--- config.mk ---
export PLATFORM = sky130hd
export DESIGN_NAME = clint_v2
export DESIGN_NICKNAME = d
export VERILOG_FILES = /design/src/rtl/clint_v2_pkg.sv /design/src/rtl/clint_irq_arb.sv /design/src/rtl/clint_v2.sv
export SDC_FILE = /design/constraint.sdc
export NUM_CORES = 1
export LEC_CHECK = 0
export BUFFER_PORTS_ARGS = -buffer_cell sky130_fd_sc_hd__buf_4
export CORE_AREA = 2 2 131 133
export DETAILED_ROUTE_END_ITERATION = 7
export DIE_AREA = 0 0 133 135
export HOLD_SLACK_MARGIN = 0.05
export PLACE_DENSITY = 0.73
export SLEW_MARGIN = 25
export SYNTH_ARGS = -nofsm -noshare
export SYNTH_HDL_FRONTEND = slang
export SYNTH_HIERARCHICAL = 1
export SYNTH_SLANG_ARGS = --single-unit
export TNS_END_PERCENT = 30
--- constraint.sdc ---
create_clock -name clk -period 4.9 [get_ports clk]
set_input_delay 0.735 -clock clk [delete_from_list [all_inputs] [get_ports clk]]
set_output_delay 0.735 -clock clk [all_outputs]
set_load 0.005 [all_outputs]
--- src/rtl/clint_v2_pkg.sv ---
// Shared encodings for the core-local interrupt controller: FSM states,
// cause codes, CSR indices, mstatus/mtvec field positions and trap opcodes.
package clint_v2_pkg;

  typedef enum logic [2:0] {
    S_IDLE    = 3'd0,
    S_MEPC    = 3'd1,
    S_MSTATUS = 3'd2,
    S_MCAUSE  = 3'd3,
    S_MRET    = 3'd4
  } state_e;

  localparam logic [31:0] INST_ECALL  = 32'h0000_0073;
  localparam logic [31:0] INST_EBREAK = 32'h0010_0073;
  localparam logic [31:0] INST_MRET   = 32'h3020_0073;

  localparam logic [4:0] CAUSE_ECALL    = 5'd11;
  localparam logic [4:0] CAUSE_EBREAK   = 5'd3;
  localparam logic [4:0] CAUSE_IRQ_BASE = 5'd16;

  localparam logic [11:0] CSR_MSTATUS = 12'h300;
  localparam logic [11:0] CSR_MEPC    = 12'h341;
  localparam logic [11:0] CSR_MCAUSE  = 12'h342;

  localparam int MSTATUS_MIE  = 3;
  localparam int MSTATUS_MPIE = 7;
  localparam int MIE_IRQ_BASE = 16;

  localparam logic [1:0] MTVEC_VECTORED = 2'b01;

endpackage

--- src/rtl/clint_irq_arb.sv ---
// Fixed-priority arbiter over masked interrupt requests; lowest index wins.
module clint_irq_arb #(
  parameter int N = 4
) (
  input  logic [N-1:0] pend_i,
  output logic         vld_o,
  output logic [3:0]   idx_o,
  output logic [N-1:0] onehot_o
);

  always_comb begin
    vld_o    = |pend_i;
    idx_o    = '0;
    onehot_o = '0;
    // Scan downwards so the lowest pending line is the final assignment.
    for (int k = N - 1; k >= 0; k--) begin
      if (pend_i[k]) begin
        idx_o       = 4'(k);
        onehot_o    = '0;
        onehot_o[k] = 1'b1;
      end
    end
  end

endmodule

--- src/rtl/clint_v2.sv ---
// Core-local interrupt controller: sequences mepc/mstatus/mcause writes for
// traps and interrupts, handles MRET, then strobes the redirect to EX.
module clint_v2
  import clint_v2_pkg::*;
#(
  parameter int ADDR_W    = 32,
  parameter int DATA_W    = 32,
  parameter int NUM_IRQ   = 4,
  parameter int VECTOR_EN = 1
) (
  input  logic               clk,
  input  logic               rst,
  input  logic [31:0]        inst_i,
  input  logic [ADDR_W-1:0]  inst_addr_i,
  input  logic               jump_flag_i,
  input  logic [ADDR_W-1:0]  jump_addr_i,
  input  logic               div_started_i,
  input  logic [NUM_IRQ-1:0] irq_i,
  input  logic [DATA_W-1:0]  csr_mtvec,
  input  logic [DATA_W-1:0]  csr_mepc,
  input  logic [DATA_W-1:0]  csr_mstatus,
  input  logic [DATA_W-1:0]  csr_mie,
  output logic               hold_flag_o,
  output logic               we_o,
  output logic [ADDR_W-1:0]  waddr_o,
  output logic [DATA_W-1:0]  data_o,
  output logic [ADDR_W-1:0]  int_addr_o,
  output logic               int_assert_o,
  output logic [NUM_IRQ-1:0] irq_ack_o
);

  state_e               state_q, state_d;
  logic [ADDR_W-1:0]    epc_q, epc_d;
  logic [DATA_W-1:0]    cause_q, cause_d;
  logic [3:0]           idx_q, idx_d;
  logic [NUM_IRQ-1:0]   line_q, line_d;
  logic                 async_q, async_d;

  logic                 we_q, we_d;
  logic [ADDR_W-1:0]    waddr_q, waddr_d;
  logic [DATA_W-1:0]    data_q, data_d;
  logic [ADDR_W-1:0]    int_addr_q, int_addr_d;
  logic                 int_assert_q, int_assert_d;
  logic [NUM_IRQ-1:0]   ack_q, ack_d;

  logic [NUM_IRQ-1:0]   pend;
  logic                 arb_vld;
  logic [3:0]           arb_idx;
  logic [NUM_IRQ-1:0]   arb_onehot;
  logic                 is_ecall, is_ebreak, is_mret, trigger;
  logic [4:0]           irq_code_now, irq_code_q;
  logic [ADDR_W-1:0]    trap_base, trap_target;
  logic                 unused_csr_mie;

  assign unused_csr_mie = ^csr_mie;

  assign pend = irq_i & csr_mie[MIE_IRQ_BASE +: NUM_IRQ];

  clint_irq_arb #(.N(NUM_IRQ)) u_arb (
    .pend_i   (pend),
    .vld_o    (arb_vld),
    .idx_o    (arb_idx),
    .onehot_o (arb_onehot)
  );

  assign is_ecall     = (inst_i == INST_ECALL);
  assign is_ebreak    = (inst_i == INST_EBREAK);
  assign is_mret      = (inst_i == INST_MRET);
  assign irq_code_now = CAUSE_IRQ_BASE + {1'b0, arb_idx};
  assign irq_code_q   = CAUSE_IRQ_BASE + {1'b0, idx_q};

  always_comb begin
    state_d = state_q;
    epc_d   = epc_q;
    cause_d = cause_q;
    idx_d   = idx_q;
    line_d  = line_q;
    async_d = async_q;
    trigger = 1'b0;
    case (state_q)
      S_IDLE: begin
        // A trap instruction blocks lower-priority sources while the divider is busy.
        if (is_ecall || is_ebreak) begin
          if (!div_started_i) begin
            trigger = 1'b1;
            state_d = S_MEPC;
            epc_d   = jump_flag_i ? (jump_addr_i - ADDR_W'(4)) : inst_addr_i;
            cause_d = DATA_W'(is_ecall ? CAUSE_ECALL : CAUSE_EBREAK);
            idx_d   = '0;
            line_d  = '0;
            async_d = 1'b0;
          end
        end else if (is_mret) begin
          trigger = 1'b1;
          state_d = S_MRET;
        end else if (csr_mstatus[MSTATUS_MIE] && arb_vld) begin
          trigger = 1'b1;
          state_d = S_MEPC;
          epc_d   = jump_flag_i ? jump_addr_i : inst_addr_i;
          cause_d = {1'b1, (DATA_W-1)'(irq_code_now)};
          idx_d   = arb_idx;
          line_d  = arb_onehot;
          async_d = 1'b1;
        end
      end
      S_MEPC:    state_d = S_MSTATUS;
      S_MSTATUS: state_d = S_MCAUSE;
      default:   state_d = S_IDLE;
    endcase
  end

  assign trap_base = {csr_mtvec[ADDR_W-1:2], 2'b00};

  always_comb begin
    trap_target = trap_base;
    if ((VECTOR_EN != 0) && (csr_mtvec[1:0] == MTVEC_VECTORED) && async_q)
      trap_target = trap_base + (ADDR_W'(irq_code_q) << 2);
  end

  always_comb begin
    we_d         = 1'b0;
    waddr_d      = '0;
    data_d       = '0;
    int_addr_d   = '0;
    int_assert_d = 1'b0;
    ack_d        = '0;
    case (state_q)
      S_MEPC: begin
        we_d    = 1'b1;
        waddr_d = ADDR_W'(CSR_MEPC);
        data_d  = DATA_W'(epc_q);
      end
      S_MSTATUS: begin
        we_d                 = 1'b1;
        waddr_d              = ADDR_W'(CSR_MSTATUS);
        data_d               = csr_mstatus;
        data_d[MSTATUS_MPIE] = csr_mstatus[MSTATUS_MIE];
        data_d[MSTATUS_MIE]  = 1'b0;
      end
      S_MCAUSE: begin
        we_d         = 1'b1;
        waddr_d      = ADDR_W'(CSR_MCAUSE);
        data_d       = cause_q;
        int_assert_d = 1'b1;
        int_addr_d   = trap_target;
        ack_d        = async_q ? line_q : '0;
      end
      S_MRET: begin
        we_d                 = 1'b1;
        waddr_d              = ADDR_W'(CSR_MSTATUS);
        data_d               = csr_mstatus;
        data_d[MSTATUS_MIE]  = csr_mstatus[MSTATUS_MPIE];
        data_d[MSTATUS_MPIE] = 1'b1;
        int_assert_d         = 1'b1;
        int_addr_d           = ADDR_W'(csr_mepc);
      end
      default: ;
    endcase
  end

  always_ff @(posedge clk or posedge rst) begin
    if (rst) begin
      state_q      <= S_IDLE;
      epc_q        <= '0;
      cause_q      <= '0;
      idx_q        <= '0;
      line_q       <= '0;
      async_q      <= 1'b0;
      we_q         <= 1'b0;
      waddr_q      <= '0;
      data_q       <= '0;
      int_addr_q   <= '0;
      int_assert_q <= 1'b0;
      ack_q        <= '0;
    end else begin
      state_q      <= state_d;
      epc_q        <= epc_d;
      cause_q      <= cause_d;
      idx_q        <= idx_d;
      line_q       <= line_d;
      async_q      <= async_d;
      we_q         <= we_d;
      waddr_q      <= waddr_d;
      data_q       <= data_d;
      int_addr_q   <= int_addr_d;
      int_assert_q <= int_assert_d;
      ack_q        <= ack_d;
    end
  end

  assign hold_flag_o  = trigger | (state_q != S_IDLE);
  assign we_o         = we_q;
  assign waddr_o      = waddr_q;
  assign data_o       = data_q;
  assign int_addr_o   = int_addr_q;
  assign int_assert_o = int_assert_q;
  assign irq_ack_o    = ack_q;

endmodule

==> flow_metrics.env <==
export IMPL_ys_warnings_count=6
export IMPL_global_route_overflow_total=0
export IMPL_stdcell_count=1195
export IMPL_place_port_buffers=279
export IMPL_post_synth_top_area_fraction_pct=44.72
export IMPL_grt_start_max_net_pins=61
export IMPL_synthMuxAreaShare_pct=6.413
export IMPL_final_setup_skew_ps=8.202
export IMPL_drt_total_wl_mm=19.83
export IMPL_postCtsHoldBufs=0
export IMPL_async_flop_share_pct=100.0
export IMPL_setup_buffers_after_cts=0
export IMPL_route_detailed_vias_per_inst=5.100
export IMPL_grt_pass1_vias=5895
export IMPL_crit_start="inst_i[10]"
export IMPL_cts_tree="done"
export IMPL_wire_per_inst_microns=16.59
export IMPL_critical_path_startpoint_type="input port"
export IMPL_drive_gt1_share_pct=37.44
export IMPL_area_growth_pct=41.86
export IMPL_synth_area_in_compound_gates_pct=14.36
export IMPL_required_ps=4160
export IMPL_yosys_cell_count_top_type="sky130_fd_sc_hd__dfrtp_1"
export IMPL_dp_worst_setup_slack_ps=1713
export IMPL_final_antenna_net_count=0
export IMPL_max_cap_viol_count=0
export IMPL_via_count=6095
export IMPL_insertedDiodeCount=0
export IMPL_synthesis_area_sq_um=6770
export IMPL_drt_pass1_iterations=4
export IMPL_rr_worst_depth=8
export IMPL_relative_max_transition_margin_pct=35.60
export IMPL_synth_ff_latch_count=121
export IMPL_io_pins=335
export IMPL_cp_depth=8
export IMPL_critical_path_cell_chain="buf_4 > nor4_1 > and4_1 > and3_1 > nand2_1 > o21ai_0 > nand2_1 > buf_4"
export IMPL_nNetsFinal=1200
export IMPL_sequential_cell_area_sq_um=3028
export IMPL_critical_path_max_stage_delay_ps=470
export IMPL_grt_first_pass_wirelength_mm=30.98
export IMPL_maxClockFrequency_mhz=321.0
export IMPL_cts_htree_levels=4
export IMPL_gpl_final_weighted_congestion=0.8583
export IMPL_grt_setup_unrepaired="false"
export IMPL_reg2reg_setup_slack_ps=2340
export IMPL_ys_seq_area_share_pct=44.72
export IMPL_floorplan_rows=47
export IMPL_post_synth_and_or_nand_nor_area_fraction_pct=21.66
export IMPL_power_total_w=0.004290
export IMPL_cts_sink_count=121
export IMPL_cts_made_buffers=17
export IMPL_synthCells=695
export IMPL_die_area_sq_um=17960
export IMPL_clk_insertion_delay_late_ps=410
export IMPL_fp_coreArea_sq_um=16410
export IMPL_critical_path_sink_type="output pin"
export IMPL_critical_path_slowest_cell="sky130_fd_sc_hd__and4_1"
export IMPL_globalRouteTotalUtil_pct=22.18
export IMPL_worst_ir_drop_vdd_uv=264.0
export IMPL_drt_iter0_markers=343
export IMPL_ctsLongestPathBuffers=2
export IMPL_total_area_of_multi_input_combinational_cells_sq_um=3437
export IMPL_timing_worst_setup_path_type="input port to output pin"
export IMPL_power_leakage_nw=4.684
export IMPL_final_setup_viol_count=0
export IMPL_p_per_area_nw_per_um2=446.7
export IMPL_worst_hold_path_type="input port to async pin"
export IMPL_critical_path_max_fanout=8
export IMPL_initial_antenna_violation_count=0
export IMPL_post_cts_resized=0
export IMPL_critical_path_arrival_ps=2380
export IMPL_critPathBufInv=2
export IMPL_timing_final_hold_violations=0
export IMPL_dp_hpwl_mm=15.27
export IMPL_initial_core_util_pct=41.26
export IMPL_synthTopCellsByCount="121 x sky130_fd_sc_hd__dfrtp_1, 86 x sky130_fd_sc_hd__nand2_1, 60 x sky130_fd_sc_hd__o21ai_0, 39 x sky130_fd_sc_hd__nor2_1, 35 x sky130_fd_sc_hd__a22o_1"
export IMPL_filler_cell_count=1432
export IMPL_status="complete, no violations"
export IMPL_worstSetupEndpoint="hold_flag_o"
export IMPL_placed_cells=1163
export IMPL_yosys_area_share_adder_pct=1.220
export IMPL_finalCriticalPeriod_ps=3115
export IMPL_syn_avg_cell_area_sq_um=9.741
export IMPL_worstMarginPinSlew_ps=963.6
export IMPL_netlist_top_cells_area="sky130_fd_sc_hd__dfrtp_1 45%, sky130_fd_sc_hd__nand2_1 4.8%, sky130_fd_sc_hd__a22o_1 4.5%"
export IMPL_cts_clk_slew_worst_paths_ps=60
export IMPL_r2r_end="int_addr_o[24]"
export IMPL_biggest_area_consumer_among_synthesized_cells="sky130_fd_sc_hd__dfrtp_1"
export IMPL_timing_final_max_slew_violations=0
export IMPL_synth_top_flop_cell="sky130_fd_sc_hd__dfrtp_1"
export IMPL_layout_setup_ws_ps=1785
export IMPL_totalNegativeSetupSlack_ps=0
export IMPL_die_w_microns=133
export IMPL_synth_xor_area_share_pct=5.175
export IMPL_synth_edff_count=0
export IMPL_synth_top_family_by_area="simple AND/OR/NAND/NOR gates"
export IMPL_path_delay_family="simple AND/OR/NAND/NOR gates"
export IMPL_clock_tree_root_cell="sky130_fd_sc_hd__clkbuf_16"
export IMPL_r2r_start="idx_q[0]"
export IMPL_synth_lib_cells_used_distinct=63
export IMPL_layout_worst_path_cycle_share_pct=63.58
export IMPL_die_h_microns=135
export IMPL_detail_route_drc_violations=0
[flip-flops by register name, indices dropped and copies added (netlist names)]
signal / flops
cause_q: 4
waddr_o: 4
state_q: 3
data_o: 32
epc_q: 32
idx_q: 4
int_assert_o: 1
int_addr_o: 32
line_q: 4
irq_ack_o: 4
we_o: 1
[worst min-delay path by stage]
stage	from	to	slack, ps	depth (start not counted)
2_1_floorplan	epc_q[0]	epc_q[0]	450	2
3_3_place_gp	epc_q[1]	epc_q[1]	460	2
3_5_place_dp	epc_q[27]	epc_q[27]	470	2
4_1_cts	rst	epc_q[23]	480	2
5_1_grt	epc_q[25]	epc_q[25]	500	2
6_report	rst	epc_q[23]	450	2
[layout by cell type (no fill, tap or decap), types with 8 or more instances in the layout]
| cell | Yosys | final |
|---|---|---|
| sky130_fd_sc_hd__nand2b_1 | 8 | 8 |
| sky130_fd_sc_hd__and2_1 | 8 | 8 |
| sky130_fd_sc_hd__nor3_1 | 18 | 18 |
| sky130_fd_sc_hd__mux2_2 | 15 | 15 |
| sky130_fd_sc_hd__nor2_1 | 39 | 37 |
| sky130_fd_sc_hd__a21oi_1 | 10 | 9 |
| sky130_fd_sc_hd__nor4_1 | 9 | 9 |
| sky130_fd_sc_hd__dfrtp_1 | 121 | 121 |
| sky130_fd_sc_hd__mux2i_1 | 25 | 25 |
| sky130_fd_sc_hd__and3_1 | 11 | 11 |
| sky130_fd_sc_hd__xor2_1 | 17 | 17 |
| sky130_fd_sc_hd__conb_1 | 2 | 29 |
| sky130_fd_sc_hd__xnor2_1 | 23 | 23 |
| sky130_fd_sc_hd__inv_1 | 16 | 15 |
| sky130_fd_sc_hd__o21ai_0 | 60 | 60 |
| sky130_fd_sc_hd__buf_4 | 32 | 284 |
| sky130_fd_sc_hd__a22o_1 | 35 | 35 |
| sky130_fd_sc_hd__nand2_1 | 86 | 86 |
| sky130_fd_sc_hd__nand4_1 | 10 | 10 |
| sky130_fd_sc_hd__clkbuf_16 | 0 | 17 |
| sky130_fd_sc_hd__nand3_1 | 11 | 11 |
| sky130_fd_sc_hd__and4_1 | 8 | 8 |
[cell type report]
type                    instances  area share, %
clock inverters                15          2.332
repair buffers                285          22.41
multi-input cells             521          35.79
clock buffers                  17          4.429
flip-flops and latches        121          31.53
well taps                     220          2.866
inverters                      16         0.6514
[logic make-up (layout without fill, tap and decap cells)]
kind of cell | Yosys count | count (layout)
and+or+nand+nor | 258 | 258
AOI/OAI and AO/OA | 147 | 147
DFF | 121 | 121
buffers and inverters | 80 | 333
muxes | 41 | 41
xor gates and xnor gates | 40 | 40
adders and majority gates | 6 | 6
other | 2 | 29
[worst reg2reg max path, cell delays in order, from the launching register on]
cell and delay (ps):
sky130_fd_sc_hd__dfrtp_1 400, sky130_fd_sc_hd__ha_1 220, sky130_fd_sc_hd__fa_1 410, sky130_fd_sc_hd__a21o_1 220, sky130_fd_sc_hd__a21boi_0 410, sky130_fd_sc_hd__or4_1 410, sky130_fd_sc_hd__nor3_2 80, sky130_fd_sc_hd__xnor2_1 150
sky130_fd_sc_hd__o21ai_0 90
[layer usage]
layer  track usage (%)  vias to the layer above  wire, microns
met5                 0                        -              0
li1                  -                     2965              -
met3             5.180                       36           1202
met1             28.54                     2846           8525
met2             36.27                      248           9545
met4             8.901                        0            553
[metrics by stage]
| stage | utilization, % | cell area (sq um) | hold slack, ps |
|---|---|---|---|
| 2_1_floorplan | - | 6872 | 446.0 |
| 3_3_place_gp | 54.55 | 8950 | 460.6 |
| 3_5_place_dp | 54.58 | 8955 | 466.3 |
| 4_1_cts | 58.54 | 9604 | 478.5 |
| 5_1_grt | 58.54 | 9604 | 496.4 |
| 6_report | 58.54 | 9604 | 454.0 |
[power by group]
| part | internal (W) | switching, W | total (W) |
|---|---|---|---|
| combinational | 0.000704 | 0.000630 | 0.00133 |
| clock | 0.000905 | 0.000464 | 0.00137 |
| sequential | 0.00138 | 0.000207 | 0.00159 |
| total | 0.00299 | 0.00130 | 0.00429 |
Power figures use the tool's default switching activity.
